## src/rtl/taxi_axil_reg_bridge_if.sv

```systemverilog
// AXI4-lite bundle with separate write (AW/W/B) and read (AR/R) modports.
// Latency: none, plain wires.
// Backpressure: standard AXI valid/ready on every channel.
// Params: DATA_W data width, ADDR_W bus address width (STRB_W = DATA_W/8 derived).
// Modports: wr_slv/wr_mst carry AW, W, B; rd_slv/rd_mst carry AR, R.
interface taxi_axil_if #(
  parameter int DATA_W = 32,
  parameter int ADDR_W = 32
);
  localparam int STRB_W = DATA_W / 8;

  logic [ADDR_W-1:0] awaddr;
  logic [2:0]        awprot;
  logic              awvalid;
  logic              awready;
  logic [DATA_W-1:0] wdata;
  logic [STRB_W-1:0] wstrb;
  logic              wvalid;
  logic              wready;
  logic [1:0]        bresp;
  logic              bvalid;
  logic              bready;

  logic [ADDR_W-1:0] araddr;
  logic [2:0]        arprot;
  logic              arvalid;
  logic              arready;
  logic [DATA_W-1:0] rdata;
  logic [1:0]        rresp;
  logic              rvalid;
  logic              rready;

  modport wr_slv (
    input  awaddr, awprot, awvalid, wdata, wstrb, wvalid, bready,
    output awready, wready, bresp, bvalid
  );
  modport wr_mst (
    output awaddr, awprot, awvalid, wdata, wstrb, wvalid, bready,
    input  awready, wready, bresp, bvalid
  );
  modport rd_slv (
    input  araddr, arprot, arvalid, rready,
    output arready, rdata, rresp, rvalid
  );
  modport rd_mst (
    output araddr, arprot, arvalid, rready,
    input  arready, rdata, rresp, rvalid
  );
endinterface

```

## src/rtl/taxi_axil_reg_bridge.sv

```systemverilog
// AXI4-lite slave to single-outstanding register bus bridge, independent write and read paths.
// Latency: request strobe 1 cycle after address/data handshake; response 1 cycle after ack or timeout.
// Backpressure: one transaction per path; readies drop while a transaction is held, B/R held until ready.
// Ports: clk, rst (sync, active high); s_axil_wr (AW/W/B slave), s_axil_rd (AR/R slave);
//   reg_wr_addr/data/strb/en out, reg_wr_wait/ack in; reg_rd_addr/en out, reg_rd_data/wait/ack in.
// Option: define TAXI_AXIL_REG_BRIDGE_SLVERR_EN to report SLVERR on timed-out transactions.
module taxi_axil_reg_bridge #(
  parameter int DATA_W = 32,
  parameter int ADDR_W = 16,
  parameter int TIMEOUT = 16,
  localparam int STRB_W = DATA_W / 8
) (
  input  logic              clk,
  input  logic              rst,
  taxi_axil_if.wr_slv       s_axil_wr,
  taxi_axil_if.rd_slv       s_axil_rd,
  output logic [ADDR_W-1:0] reg_wr_addr,
  output logic [DATA_W-1:0] reg_wr_data,
  output logic [STRB_W-1:0] reg_wr_strb,
  output logic              reg_wr_en,
  input  logic              reg_wr_wait,
  input  logic              reg_wr_ack,
  output logic [ADDR_W-1:0] reg_rd_addr,
  output logic              reg_rd_en,
  input  logic [DATA_W-1:0] reg_rd_data,
  input  logic              reg_rd_wait,
  input  logic              reg_rd_ack
);
  localparam int LSB_W = $clog2(STRB_W);
  localparam logic [ADDR_W-1:0] ADDR_MASK = ~ADDR_W'((1 << LSB_W) - 1);
  localparam int CNT_W = (TIMEOUT > 1) ? $clog2(TIMEOUT + 1) : 1;
  localparam logic [CNT_W-1:0] CNT_LAST = CNT_W'((TIMEOUT > 0) ? TIMEOUT - 1 : 0);
  localparam logic [1:0] RESP_OKAY = 2'b00;
`ifdef TAXI_AXIL_REG_BRIDGE_SLVERR_EN
  localparam logic [1:0] RESP_TO = 2'b10;
`else
  localparam logic [1:0] RESP_TO = 2'b00;
`endif

  // protection bits and address bits beyond the register window carry no meaning here
  logic unused_bits;
  assign unused_bits = &{1'b0, s_axil_wr.awprot, s_axil_rd.arprot, s_axil_wr.awaddr, s_axil_rd.araddr};

  // ---------------- write path ----------------
  typedef enum logic [1:0] {WR_IDLE, WR_ACCEPT, WR_ACCESS, WR_RESP} wr_state_t;
  wr_state_t wr_state, wr_state_n;
  logic aw_got, w_got, aw_hs, w_hs, wr_expire;
  logic awready_c, wready_c, bvalid_c, wr_en_c;
  logic [CNT_W-1:0] wr_cnt;
  logic [1:0] bresp_q;

  always_ff @(posedge clk) begin
    if (rst) wr_state <= WR_IDLE;
    else     wr_state <= wr_state_n;
  end

  always_comb begin
    wr_state_n = wr_state;
    awready_c  = 1'b0;
    wready_c   = 1'b0;
    bvalid_c   = 1'b0;
    wr_en_c    = 1'b0;
    aw_hs      = 1'b0;
    w_hs       = 1'b0;
    wr_expire  = 1'b0;
    case (wr_state)
      WR_IDLE, WR_ACCEPT: begin
        // each channel closes independently once captured
        awready_c = !aw_got;
        wready_c  = !w_got;
        aw_hs     = awready_c && s_axil_wr.awvalid;
        w_hs      = wready_c && s_axil_wr.wvalid;
        if ((aw_got || aw_hs) && (w_got || w_hs)) wr_state_n = WR_ACCESS;
        else if (aw_hs || w_hs)                   wr_state_n = WR_ACCEPT;
      end
      WR_ACCESS: begin
        wr_en_c = 1'b1;
        // expiry yields to an ack in the same cycle
        wr_expire = (TIMEOUT != 0) && !reg_wr_ack && !reg_wr_wait && (wr_cnt == CNT_LAST);
        if (reg_wr_ack || wr_expire) wr_state_n = WR_RESP;
      end
      WR_RESP: begin
        bvalid_c = 1'b1;
        if (s_axil_wr.bready) wr_state_n = WR_IDLE;
      end
      default: wr_state_n = WR_IDLE;
    endcase
    if (rst) begin
      awready_c = 1'b0;
      wready_c  = 1'b0;
      bvalid_c  = 1'b0;
      wr_en_c   = 1'b0;
      aw_hs     = 1'b0;
      w_hs      = 1'b0;
    end
  end

  always_ff @(posedge clk) begin
    if (rst) begin
      aw_got      <= 1'b0;
      w_got       <= 1'b0;
      wr_cnt      <= '0;
      reg_wr_addr <= '0;
      reg_wr_data <= '0;
      reg_wr_strb <= '0;
      bresp_q     <= RESP_OKAY;
    end else begin
      if (aw_hs) begin
        aw_got      <= 1'b1;
        reg_wr_addr <= s_axil_wr.awaddr[ADDR_W-1:0] & ADDR_MASK;
      end
      if (w_hs) begin
        w_got       <= 1'b1;
        reg_wr_data <= s_axil_wr.wdata;
        reg_wr_strb <= s_axil_wr.wstrb;
      end
      if (wr_state == WR_ACCESS) begin
        if (reg_wr_wait)      wr_cnt <= '0;
        else if (!reg_wr_ack) wr_cnt <= wr_cnt + CNT_W'(1);
        if (reg_wr_ack || wr_expire) begin
          aw_got  <= 1'b0;
          w_got   <= 1'b0;
          wr_cnt  <= '0;
          bresp_q <= wr_expire ? RESP_TO : RESP_OKAY;
        end
      end
    end
  end

  assign s_axil_wr.awready = awready_c;
  assign s_axil_wr.wready  = wready_c;
  assign s_axil_wr.bvalid  = bvalid_c;
  assign s_axil_wr.bresp   = bresp_q;
  assign reg_wr_en         = wr_en_c;

  // ---------------- read path ----------------
  typedef enum logic [1:0] {RD_IDLE, RD_ACCESS, RD_RESP} rd_state_t;
  rd_state_t rd_state, rd_state_n;
  logic ar_hs, rd_expire, arready_c, rvalid_c, rd_en_c;
  logic [CNT_W-1:0] rd_cnt;
  logic [1:0] rresp_q;
  logic [DATA_W-1:0] rdata_q;

  always_ff @(posedge clk) begin
    if (rst) rd_state <= RD_IDLE;
    else     rd_state <= rd_state_n;
  end

  always_comb begin
    rd_state_n = rd_state;
    arready_c  = 1'b0;
    rvalid_c   = 1'b0;
    rd_en_c    = 1'b0;
    ar_hs      = 1'b0;
    rd_expire  = 1'b0;
    case (rd_state)
      RD_IDLE: begin
        arready_c = 1'b1;
        ar_hs     = s_axil_rd.arvalid;
        if (ar_hs) rd_state_n = RD_ACCESS;
      end
      RD_ACCESS: begin
        rd_en_c   = 1'b1;
        rd_expire = (TIMEOUT != 0) && !reg_rd_ack && !reg_rd_wait && (rd_cnt == CNT_LAST);
        if (reg_rd_ack || rd_expire) rd_state_n = RD_RESP;
      end
      RD_RESP: begin
        rvalid_c = 1'b1;
        if (s_axil_rd.rready) rd_state_n = RD_IDLE;
      end
      default: rd_state_n = RD_IDLE;
    endcase
    if (rst) begin
      arready_c = 1'b0;
      rvalid_c  = 1'b0;
      rd_en_c   = 1'b0;
      ar_hs     = 1'b0;
    end
  end

  always_ff @(posedge clk) begin
    if (rst) begin
      rd_cnt      <= '0;
      reg_rd_addr <= '0;
      rresp_q     <= RESP_OKAY;
      rdata_q     <= '0;
    end else begin
      if (ar_hs) reg_rd_addr <= s_axil_rd.araddr[ADDR_W-1:0] & ADDR_MASK;
      if (rd_state == RD_ACCESS) begin
        if (reg_rd_wait)      rd_cnt <= '0;
        else if (!reg_rd_ack) rd_cnt <= rd_cnt + CNT_W'(1);
        if (reg_rd_ack) begin
          rd_cnt  <= '0;
          rdata_q <= reg_rd_data;
          rresp_q <= RESP_OKAY;
        end else if (rd_expire) begin
          rd_cnt  <= '0;
          rdata_q <= '0;
          rresp_q <= RESP_TO;
        end
      end
    end
  end

  assign s_axil_rd.arready = arready_c;
  assign s_axil_rd.rvalid  = rvalid_c;
  assign s_axil_rd.rresp   = rresp_q;
  assign s_axil_rd.rdata   = rdata_q;
  assign reg_rd_en         = rd_en_c;
endmodule

```

## src/flat_wrapper.sv

```systemverilog
// flat-port wrapper written by rule: the top's interface ports become plain ports
module taxi_axil_reg_bridge_flat 
#(
  parameter int DATA_W = 32,
  parameter int ADDR_W = 16,
  parameter int TIMEOUT = 16,
  localparam int STRB_W = DATA_W / 8
)
  (clk, rst, reg_wr_addr, reg_wr_data, reg_wr_strb, reg_wr_en, reg_wr_wait, reg_wr_ack, reg_rd_addr, reg_rd_en, reg_rd_data, reg_rd_wait, reg_rd_ack, s_axil_wr_awaddr, s_axil_wr_awprot, s_axil_wr_awvalid, s_axil_wr_wdata, s_axil_wr_wstrb, s_axil_wr_wvalid, s_axil_wr_bready, s_axil_wr_awready, s_axil_wr_wready, s_axil_wr_bresp, s_axil_wr_bvalid, s_axil_rd_araddr, s_axil_rd_arprot, s_axil_rd_arvalid, s_axil_rd_rready, s_axil_rd_arready, s_axil_rd_rdata, s_axil_rd_rresp, s_axil_rd_rvalid);
  taxi_axil_if #(.DATA_W(DATA_W), .ADDR_W(ADDR_W)) s_axil_wr_i ();
  taxi_axil_if #(.DATA_W(DATA_W), .ADDR_W(ADDR_W)) s_axil_rd_i ();
  input  logic clk;
  input  logic rst;
  output logic [ADDR_W-1:0] reg_wr_addr;
  output logic [DATA_W-1:0] reg_wr_data;
  output logic [STRB_W-1:0] reg_wr_strb;
  output logic reg_wr_en;
  input  logic reg_wr_wait;
  input  logic reg_wr_ack;
  output logic [ADDR_W-1:0] reg_rd_addr;
  output logic reg_rd_en;
  input  logic [DATA_W-1:0] reg_rd_data;
  input  logic reg_rd_wait;
  input  logic reg_rd_ack;
  input wire logic [$bits(s_axil_wr_i.awaddr)-1:0] s_axil_wr_awaddr;
  input wire logic [$bits(s_axil_wr_i.awprot)-1:0] s_axil_wr_awprot;
  input wire logic [$bits(s_axil_wr_i.awvalid)-1:0] s_axil_wr_awvalid;
  input wire logic [$bits(s_axil_wr_i.wdata)-1:0] s_axil_wr_wdata;
  input wire logic [$bits(s_axil_wr_i.wstrb)-1:0] s_axil_wr_wstrb;
  input wire logic [$bits(s_axil_wr_i.wvalid)-1:0] s_axil_wr_wvalid;
  input wire logic [$bits(s_axil_wr_i.bready)-1:0] s_axil_wr_bready;
  output wire logic [$bits(s_axil_wr_i.awready)-1:0] s_axil_wr_awready;
  output wire logic [$bits(s_axil_wr_i.wready)-1:0] s_axil_wr_wready;
  output wire logic [$bits(s_axil_wr_i.bresp)-1:0] s_axil_wr_bresp;
  output wire logic [$bits(s_axil_wr_i.bvalid)-1:0] s_axil_wr_bvalid;
  input wire logic [$bits(s_axil_rd_i.araddr)-1:0] s_axil_rd_araddr;
  input wire logic [$bits(s_axil_rd_i.arprot)-1:0] s_axil_rd_arprot;
  input wire logic [$bits(s_axil_rd_i.arvalid)-1:0] s_axil_rd_arvalid;
  input wire logic [$bits(s_axil_rd_i.rready)-1:0] s_axil_rd_rready;
  output wire logic [$bits(s_axil_rd_i.arready)-1:0] s_axil_rd_arready;
  output wire logic [$bits(s_axil_rd_i.rdata)-1:0] s_axil_rd_rdata;
  output wire logic [$bits(s_axil_rd_i.rresp)-1:0] s_axil_rd_rresp;
  output wire logic [$bits(s_axil_rd_i.rvalid)-1:0] s_axil_rd_rvalid;
  assign s_axil_wr_i.awaddr = s_axil_wr_awaddr;
  assign s_axil_wr_i.awprot = s_axil_wr_awprot;
  assign s_axil_wr_i.awvalid = s_axil_wr_awvalid;
  assign s_axil_wr_i.wdata = s_axil_wr_wdata;
  assign s_axil_wr_i.wstrb = s_axil_wr_wstrb;
  assign s_axil_wr_i.wvalid = s_axil_wr_wvalid;
  assign s_axil_wr_i.bready = s_axil_wr_bready;
  assign s_axil_wr_awready = s_axil_wr_i.awready;
  assign s_axil_wr_wready = s_axil_wr_i.wready;
  assign s_axil_wr_bresp = s_axil_wr_i.bresp;
  assign s_axil_wr_bvalid = s_axil_wr_i.bvalid;
  assign s_axil_rd_i.araddr = s_axil_rd_araddr;
  assign s_axil_rd_i.arprot = s_axil_rd_arprot;
  assign s_axil_rd_i.arvalid = s_axil_rd_arvalid;
  assign s_axil_rd_i.rready = s_axil_rd_rready;
  assign s_axil_rd_arready = s_axil_rd_i.arready;
  assign s_axil_rd_rdata = s_axil_rd_i.rdata;
  assign s_axil_rd_rresp = s_axil_rd_i.rresp;
  assign s_axil_rd_rvalid = s_axil_rd_i.rvalid;
  taxi_axil_reg_bridge #(.DATA_W(DATA_W), .ADDR_W(ADDR_W), .TIMEOUT(TIMEOUT)) u_core (.clk(clk), .rst(rst), .s_axil_wr(s_axil_wr_i), .s_axil_rd(s_axil_rd_i), .reg_wr_addr(reg_wr_addr), .reg_wr_data(reg_wr_data), .reg_wr_strb(reg_wr_strb), .reg_wr_en(reg_wr_en), .reg_wr_wait(reg_wr_wait), .reg_wr_ack(reg_wr_ack), .reg_rd_addr(reg_rd_addr), .reg_rd_en(reg_rd_en), .reg_rd_data(reg_rd_data), .reg_rd_wait(reg_rd_wait), .reg_rd_ack(reg_rd_ack));
endmodule
```

## config.mk

```make
export PLATFORM = sky130hd
export DESIGN_NAME = taxi_axil_reg_bridge_flat
export DESIGN_NICKNAME = d
export VERILOG_FILES = /design/src/rtl/taxi_axil_reg_bridge_if.sv /design/src/rtl/taxi_axil_reg_bridge.sv /design/src/flat_wrapper.sv
export SDC_FILE = /design/constraint.sdc
export NUM_CORES = 1
export LEC_CHECK = 0
export BUFFER_PORTS_ARGS = -buffer_cell sky130_fd_sc_hd__buf_2
export CAP_MARGIN = 20
export CORE_MARGIN = 8
export CORE_UTILIZATION = 40
export DETAILED_ROUTE_END_ITERATION = 12
export HOLD_SLACK_MARGIN = 0.1
export PLACE_DENSITY = 0.75
export SYNTH_ARGS = -nofsm -noshare
export SYNTH_HDL_FRONTEND = slang
export SYNTH_SLANG_ARGS = --single-unit
```

## constraint.sdc

```tcl
create_clock -name clk -period 2.85 [get_ports clk]
set_clock_uncertainty 0.15 [all_clocks]
set_input_delay 0.1425 -clock clk [delete_from_list [all_inputs] [get_ports clk]]
set_output_delay 0.1425 -clock clk [all_outputs]
set_load 0.01 [all_outputs]
```

==> results.py, run 1 <==
metrics = {
    "status": {
        "status": "complete, no violations",
    },
    "setup_path": {
        "cp_cell_sequence": "ha_1, and3_1, ha_1, nor2b_1, o21ai_2, buf_4, a22oi_1, nor2_1, dlygate4sd3_1",
        "critPathMaxFanout": 33,
        "slowest_stage": "dlygate4sd3_1",
        "cpPeakStageDelay_ns": 0.56,
        "worstPathArrival_ns": 2.80,
        "cp_common_cell": "ha_1",
        "required_ns": 3.01,
        "start_kind": "flip-flop",
        "crit_type": "reg -> reg",
        "cp-end-kind": "flip-flop",
    },
    "power_and_ir_drop": {
        "vdd_ir_drop_max_mv": 0.2345,
        "p_per_area_nw_per_um2": 470.4,
        "p_leak_uw": 0.003102,
    },
    "hold_path": {
        "hold_path_class": "in -> reg",
    },
    "sta": {
        "fin_crit_sh_pct": 92.79,
        "rsz0062_at_grt": "no",
        "max_clock_freq_ghz": 0.3782,
        "tns_ns": 0,
        "slew_viol_final": 0,
        "hold_violations": 0,
        "fin_ws_ns": 0.2056,
        "fin_crit_ns": 2.644,
        "setup_viol": 0,
        "tightest_slew_ns": 0.8701,
        "maxSlewHeadroom_pct": 41.99,
    },
    "finish": {
        "final_nets": 939,
        "area_delta_synth_final_pct": 58.62,
        "layout-drive-gt1-share_pct": 28.43,
        "fill_cells": 817,
    },
    "route": {
        "drc": 0,
        "wirelength_um": 14850,
        "vias_per_cell": 4.930,
        "ant_nets": 0,
        "topRoutingLayerUsed": "met4",
        "drt-met1-wl_um": 5645,
        "dr.pass1.iters": 6,
        "drt-initial-drc-count": 330,
        "met3_length_um": 1139,
        "wire_per_inst_um": 15.45,
        "num_vias": 4738,
        "wl_met2_um": 7721,
    },
    "floorplan": {
        "die_h_um": 118.8,
        "core-area_um2": 10280,
        "dieArea_um2": 14120,
        "die_width_um": 118.8,
        "io-pin-count": 228,
        "initial_core_util_pct": 41.16,
        "rows": 37,
    },
    "logic_synthesis": {
        "synth_flop_cell": "dfxtp_1",
        "ys_ff_latch": 112,
        "synth_async_sr_flop_share_pct": 0,
        "ys_warn_count": 0,
        "post-synth-top-area-cell": "dfxtp_1",
        "synth_most_common_cell": "nand2_1",
        "seq_area_frac_synth_pct": 53.00,
        "synthTopCellsByCount": "nand2_1, dfxtp_1, a21oi_1, nor2_1, a22oi_1",
        "yosysUniqueCellTypes": 37,
        "syn_inst": 504,
        "yosysTopAreaCellShare_pct": 53.00,
        "synth.avg_cell_area_um2": 8.393,
        "synth_edf_count": 0,
        "syn-cell-area_um2": 4230,
        "synth_area_leaders": "dfxtp_1, nand2_1, a21oi_1",
    },
    "grt": {
        "grt_pass1_wl_um": 23870,
        "grt_use_total_pct": 20.12,
        "grt_pass1_vias": 4969,
        "grt_max_degree": 60,
        "antenna_found_initial": 2,
        "gr-total-overflow": 0,
    },
    "placement": {
        "hpwl_um": 8848,
        "post-place-ws_ns": 0.7756,
        "gp_congestion": 0.7970,
        "port_buffers": 209,
    },
    "clock_tree": {
        "clockBufferDepth": 2,
        "ctsResizeCount": 0,
        "cts_buffers": 9,
        "clk_latency_ns": 0.36,
        "htree_levels": 3,
        "cts_sinks": 112,
        "path_clk_slew_ns": 0.10,
        "cts_tree": "yes",
        "clockRootBuffer": "clkbuf_8",
    },
    "job": {
        "cap_violations": 0,
    },
}
==> through the flow <==
stage | cells | power, uW | instance area (um2) | utilization (%) | hold slack [ns]
2_1_floorplan | 511 | 1977 | 4257 | - | 0.1011
3_3_place_gp | 817 | 2135 | 5259 | 51.17 | 0.1877
3_5_place_dp | 817 | 2152 | 5259 | 51.17 | 0.1978
4_1_cts | 959 | 3168 | 6705 | 65.24 | 0.1734
5_1_grt | 961 | 3315 | 6710 | 65.29 | 0.2241
6_report | 961 | 3157 | 6710 | 65.29 | 0.1838
==> what timing repair did <==
item                                   4_1_cts  5_1_grt
buffers inserted                             0        0
endpoints found under the hold margin      108        0
hold buffers                               126        0
==> per-layer routing <==
layer / vias to the layer above / global-route usage [%]
met5: - / 0
met4: 0 / 8.142
met3: 25 / 5.857
met2: 202 / 37.58
met1: 2222 / 20.61
li1: 2289 / -
==> sequential cells by signal, summed over array words and instances, names as in the netlist <==
register / flops
u_core.rd_cnt: 5
u_core.w_got: 1
u_core.reg_wr_strb: 4
u_core.reg_wr_addr: 14
u_core.wr_cnt: 5
u_core.s_axil_rd.rdata: 32
u_core.aw_got: 1
u_core.rd_state: 2
u_core.reg_wr_data: 32
u_core.reg_rd_addr: 14
u_core.wr_state: 2
==> path summary, 6_finish.rpt <==
| path | start | to | slack [ns] | depth (start not counted) |
|---|---|---|---|---|
| max | u_core.rd_cnt[0]$_SDFFE_PP0N_ | u_core.s_axil_rd.rdata[30]$_SDFFE_PP0P_ | 0.21 | 9 |
| min | reg_wr_wait | u_core.aw_got$_SDFF_PP0_ | 0.18 | 5 |
| max reg2reg | u_core.rd_cnt[0]$_SDFFE_PP0N_ | u_core.s_axil_rd.rdata[30]$_SDFFE_PP0P_ | 0.21 | 9 |
| min reg2reg | u_core.reg_wr_data[27]$_SDFFE_PP0P_ | u_core.reg_wr_data[27]$_SDFFE_PP0P_ | 0.30 | 2 |
==> cell type report <==
cell class | instances | area [um2] | share of cell area, %
clock inverters | 2 | 12.51 | 0.1865
flip-flops and latches | 112 | 2242 | 33.41
repair buffers | 341 | 2355 | 35.09
multi-input cells | 349 | 1734 | 25.84
inverters | 5 | 18.77 | 0.2797
clock buffers | 14 | 172.7 | 2.573
well taps | 136 | 170.2 | 2.536
diodes | 2 | 5.005 | 0.07459
==> logic make-up (layout without fill, tap and decap cells) <==
logic type / Yosys count / after routing / share of synthesized area, %
adders and majority gates: 4 / 4 / 1.183
other: 1 / 10 / 0.08865
AOI/OAI and AO/OA: 124 / 124 / 17.24
DFF: 112 / 112 / 53.00
buffers and inverters: 50 / 362 / 6.714
and+or+nand+nor: 213 / 213 / 21.77
==> critical path, delay by kind of cell, from the launching register on <==
family | cells | cell delay, ns
buffers and inverters | 2 | 0.89
AOI/OAI and AO/OA | 2 | 0.25
DFF | 1 | 0.35
adders and majority gates | 2 | 0.44
and+or+nand+nor | 3 | 0.49
==> report_power, final <==
part	switching (uW)	internal (uW)	leakage (uW)	total [uW]
registers	49.6	1640	0.000912	1690
logic	283	293	0.00210	575
clock network	498	391	0.0000927	889
==> layout by cell type, fill, tap and decap left out, types with 2 or more instances in the layout <==
cell,count
conb_1,8
o22ai_1,2
and2_1,3
and3_1,3
nand3_1,3
nand2b_1,18
diode_2,2
clkbuf_8,12
nor3_1,8
buf_4,7
nand2_1,121
a22oi_1,32
nor2b_1,2
a21o_1,2
nor2_1,46
dfxtp_1,112
buf_2,208
or3_1,2
dlygate4sd3_1,126
a21oi_1,63
clkbuf_1,2
o21ai_0,12
ha_1,4
o21ai_1,5
inv_1,5
nand3b_1,2
Note: power is estimated with default switching activity, not from simulation.
==> run 2: changes to the inputs <==
--- a/config.mk
+++ b/config.mk
@@ -11,7 +11,8 @@
 export CORE_UTILIZATION = 40
 export DETAILED_ROUTE_END_ITERATION = 12
 export HOLD_SLACK_MARGIN = 0.1
-export PLACE_DENSITY = 0.75
+export PLACE_DENSITY = 0.78
 export SYNTH_ARGS = -nofsm -noshare
 export SYNTH_HDL_FRONTEND = slang
 export SYNTH_SLANG_ARGS = --single-unit
+export TNS_END_PERCENT = 20
==> constraint.sdc (replaced) <==
create_clock -name clk -period 2.2 [get_ports clk]
set_clock_uncertainty 0.15 [all_clocks]
set_input_delay 0.11 -clock clk [delete_from_list [all_inputs] [get_ports clk]]
set_output_delay 0.11 -clock clk [all_outputs]
set_load 0.01 [all_outputs]
==> results.py, run 2 (synthesis results as in run 1) <==
metrics = {
    "status": {
        "status": "complete, no violations",
    },
    "sta": {
        "fin_crit_ns": 2.038,
        "maxSlewHeadroom_pct": 62.99,
        "max_clock_freq_ghz": 0.4907,
        "slew_viol_final": 0,
        "tightest_slew_ns": 0.5536,
        "tns_ns": 0,
        "hold_violations": 0,
        "setup_viol": 0,
        "fin_crit_sh_pct": 92.62,
        "rsz0062_at_grt": "no",
        "fin_hold_ws_ns": 0.1780,
    },
    "finish": {
        "layout-drive-gt1-share_pct": 29.94,
        "most-common-layout-cells": "buf_2, nand2_1, dfxtp_1, dlygate4sd3_1, a21oi_1",
        "area_delta_synth_final_pct": 54.75,
        "final_nets": 922,
        "final_common_cell": "buf_2",
        "fill_cells": 811,
    },
    "job": {
        "cap_violations": 0,
    },
    "clock_tree": {
        "path_clk_slew_ns": 0.10,
        "cts_buffers": 9,
        "clk_latency_ns": 0.36,
        "clockBufferDepth": 2,
        "cts_sinks": 112,
        "clockRootBuffer": "clkbuf_8",
        "cts_tree": "yes",
        "htree_levels": 3,
    },
    "setup_path": {
        "cp_num_buf_inv": 0,
        "crit_type": "reg -> reg",
        "cp_cell_sequence": "ha_2, and3_1, ha_1, or3_1, a31oi_1, o21ai_0, a21oi_1",
        "required_ns": 2.35,
        "start_kind": "flip-flop",
        "slowest_stage": "or3_1",
        "path_delay_family": "simple AND/OR/NAND/NOR gates",
        "worstPathArrival_ns": 2.19,
        "cpPeakStageDelay_ns": 0.48,
        "cp-end-kind": "flip-flop",
        "critPathMaxFanout": 7,
    },
    "route": {
        "wire_per_inst_um": 15.34,
        "wirelength_um": 14450,
        "drc": 0,
        "vias_per_cell": 4.987,
        "drt-initial-drc-count": 300,
        "ant_nets": 0,
        "num_vias": 4698,
        "dr.pass1.iters": 4,
    },
    "hold_path": {
        "hold_path_class": "in -> reg",
    },
    "placement": {
        "hpwl_um": 8723,
        "gp_congestion": 0.7832,
        "port_buffers": 209,
    },
    "grt": {
        "gr-total-overflow": 0,
        "grt_pass1_vias": 4777,
        "grt_util_met3_pct": 5.668,
        "top_usage_layer": "met2",
        "antenna_found_initial": 1,
        "globalRouteMet1Util_pct": 20.07,
        "grt_pass1_wl_um": 23360,
        "grt_use_total_pct": 19.76,
        "grt_use_met2_pct": 36.06,
        "grt_max_degree": 77,
    },
    "floorplan": {
        "die_h_um": 118.8,
        "die_width_um": 118.8,
        "io-pin-count": 228,
        "rows": 37,
        "dieArea_um2": 14120,
        "initial_core_util_pct": 41.16,
        "core-area_um2": 10280,
    },
    "power_and_ir_drop": {
        "p_leak_uw": 0.003000,
        "p_per_area_nw_per_um2": 606.6,
        "vdd_ir_drop_max_mv": 0.3362,
    },
}
run 2: power by group:
| part | internal (uW) | switching [uW] |
|---|---|---|
| clock network | 402 | 645 |
| registers | 2130 | 63.5 |
| logic | 371 | 362 |
| total | 2900 | 1070 |
run 2: final cells by class:
| cell class | instances | area (um2) | share of cell area, % |
|---|---|---|---|
| repair buffers | 324 | 2207 | 33.72 |
| inverters | 5 | 18.77 | 0.2867 |
| well taps | 136 | 170.2 | 2.599 |
| multi-input cells | 349 | 1748 | 26.70 |
| clock buffers | 11 | 131.4 | 2.007 |
| flip-flops and latches | 112 | 2246 | 34.31 |
| clock inverters | 4 | 22.52 | 0.3440 |
| diodes | 1 | 2.502 | 0.03823 |
run 2: worst register-to-register path: cells and delay by family (launching register included):
family,cells,cell delay [ns]
AO/OA/AOI/OAI,3,0.44
AND/OR/NAND/NOR,2,0.66
flip-flops,1,0.35
adder cells (fa/ha/maj),2,0.37
run 2: routing by layer:
| metal | vias to the layer above | part of all wire, % |
|---|---|---|
| li1 | 2255 | - |
| met1 | 2191 | 38 |
| met2 | 203 | 51 |
| met3 | 49 | 6.6 |
| met4 | 0 | 3.9 |
| met5 | - | 0 |
run 2: path summary, 6_finish.rpt:
kind                                      start                                   to  slack [ns]  cells past startpoint
max               u_core.wr_cnt[1]$_SDFFE_PP0P_        u_core.wr_cnt[3]$_SDFFE_PP0P_        0.16                      7
max reg2reg       u_core.wr_cnt[1]$_SDFFE_PP0P_        u_core.wr_cnt[3]$_SDFFE_PP0P_        0.16                      7
min                           s_axil_rd_arvalid  u_core.reg_rd_addr[14]$_SDFFE_PP0P_        0.18                      4
min reg2reg  u_core.reg_wr_data[1]$_SDFFE_PP0P_   u_core.reg_wr_data[1]$_SDFFE_PP0P_        0.31                      2
run 2: timing repair:
item / 4_1_cts / 5_1_grt
setup endpoints to repair: 0 / 4
endpoints found under the hold margin: 112 / 0
hold buffers: 108 / 0
buffers inserted: 0 / 2
gates resized for setup: 0 / 7
run 2: through the flow:
step                utilization, %  worst slack [ns]  cells  cell area [um2]  total power, uW
finish                       63.70            0.1623    942             6546             3971
global route                 63.70           0.02892    942             6546             4182
CTS                          63.43           0.02429    940             6519             3988
detailed placement           51.41           0.09461    817             5284             2793
global placement             51.41            0.1775    817             5284             2770
floorplan                        -            0.2352    511             4257             2561
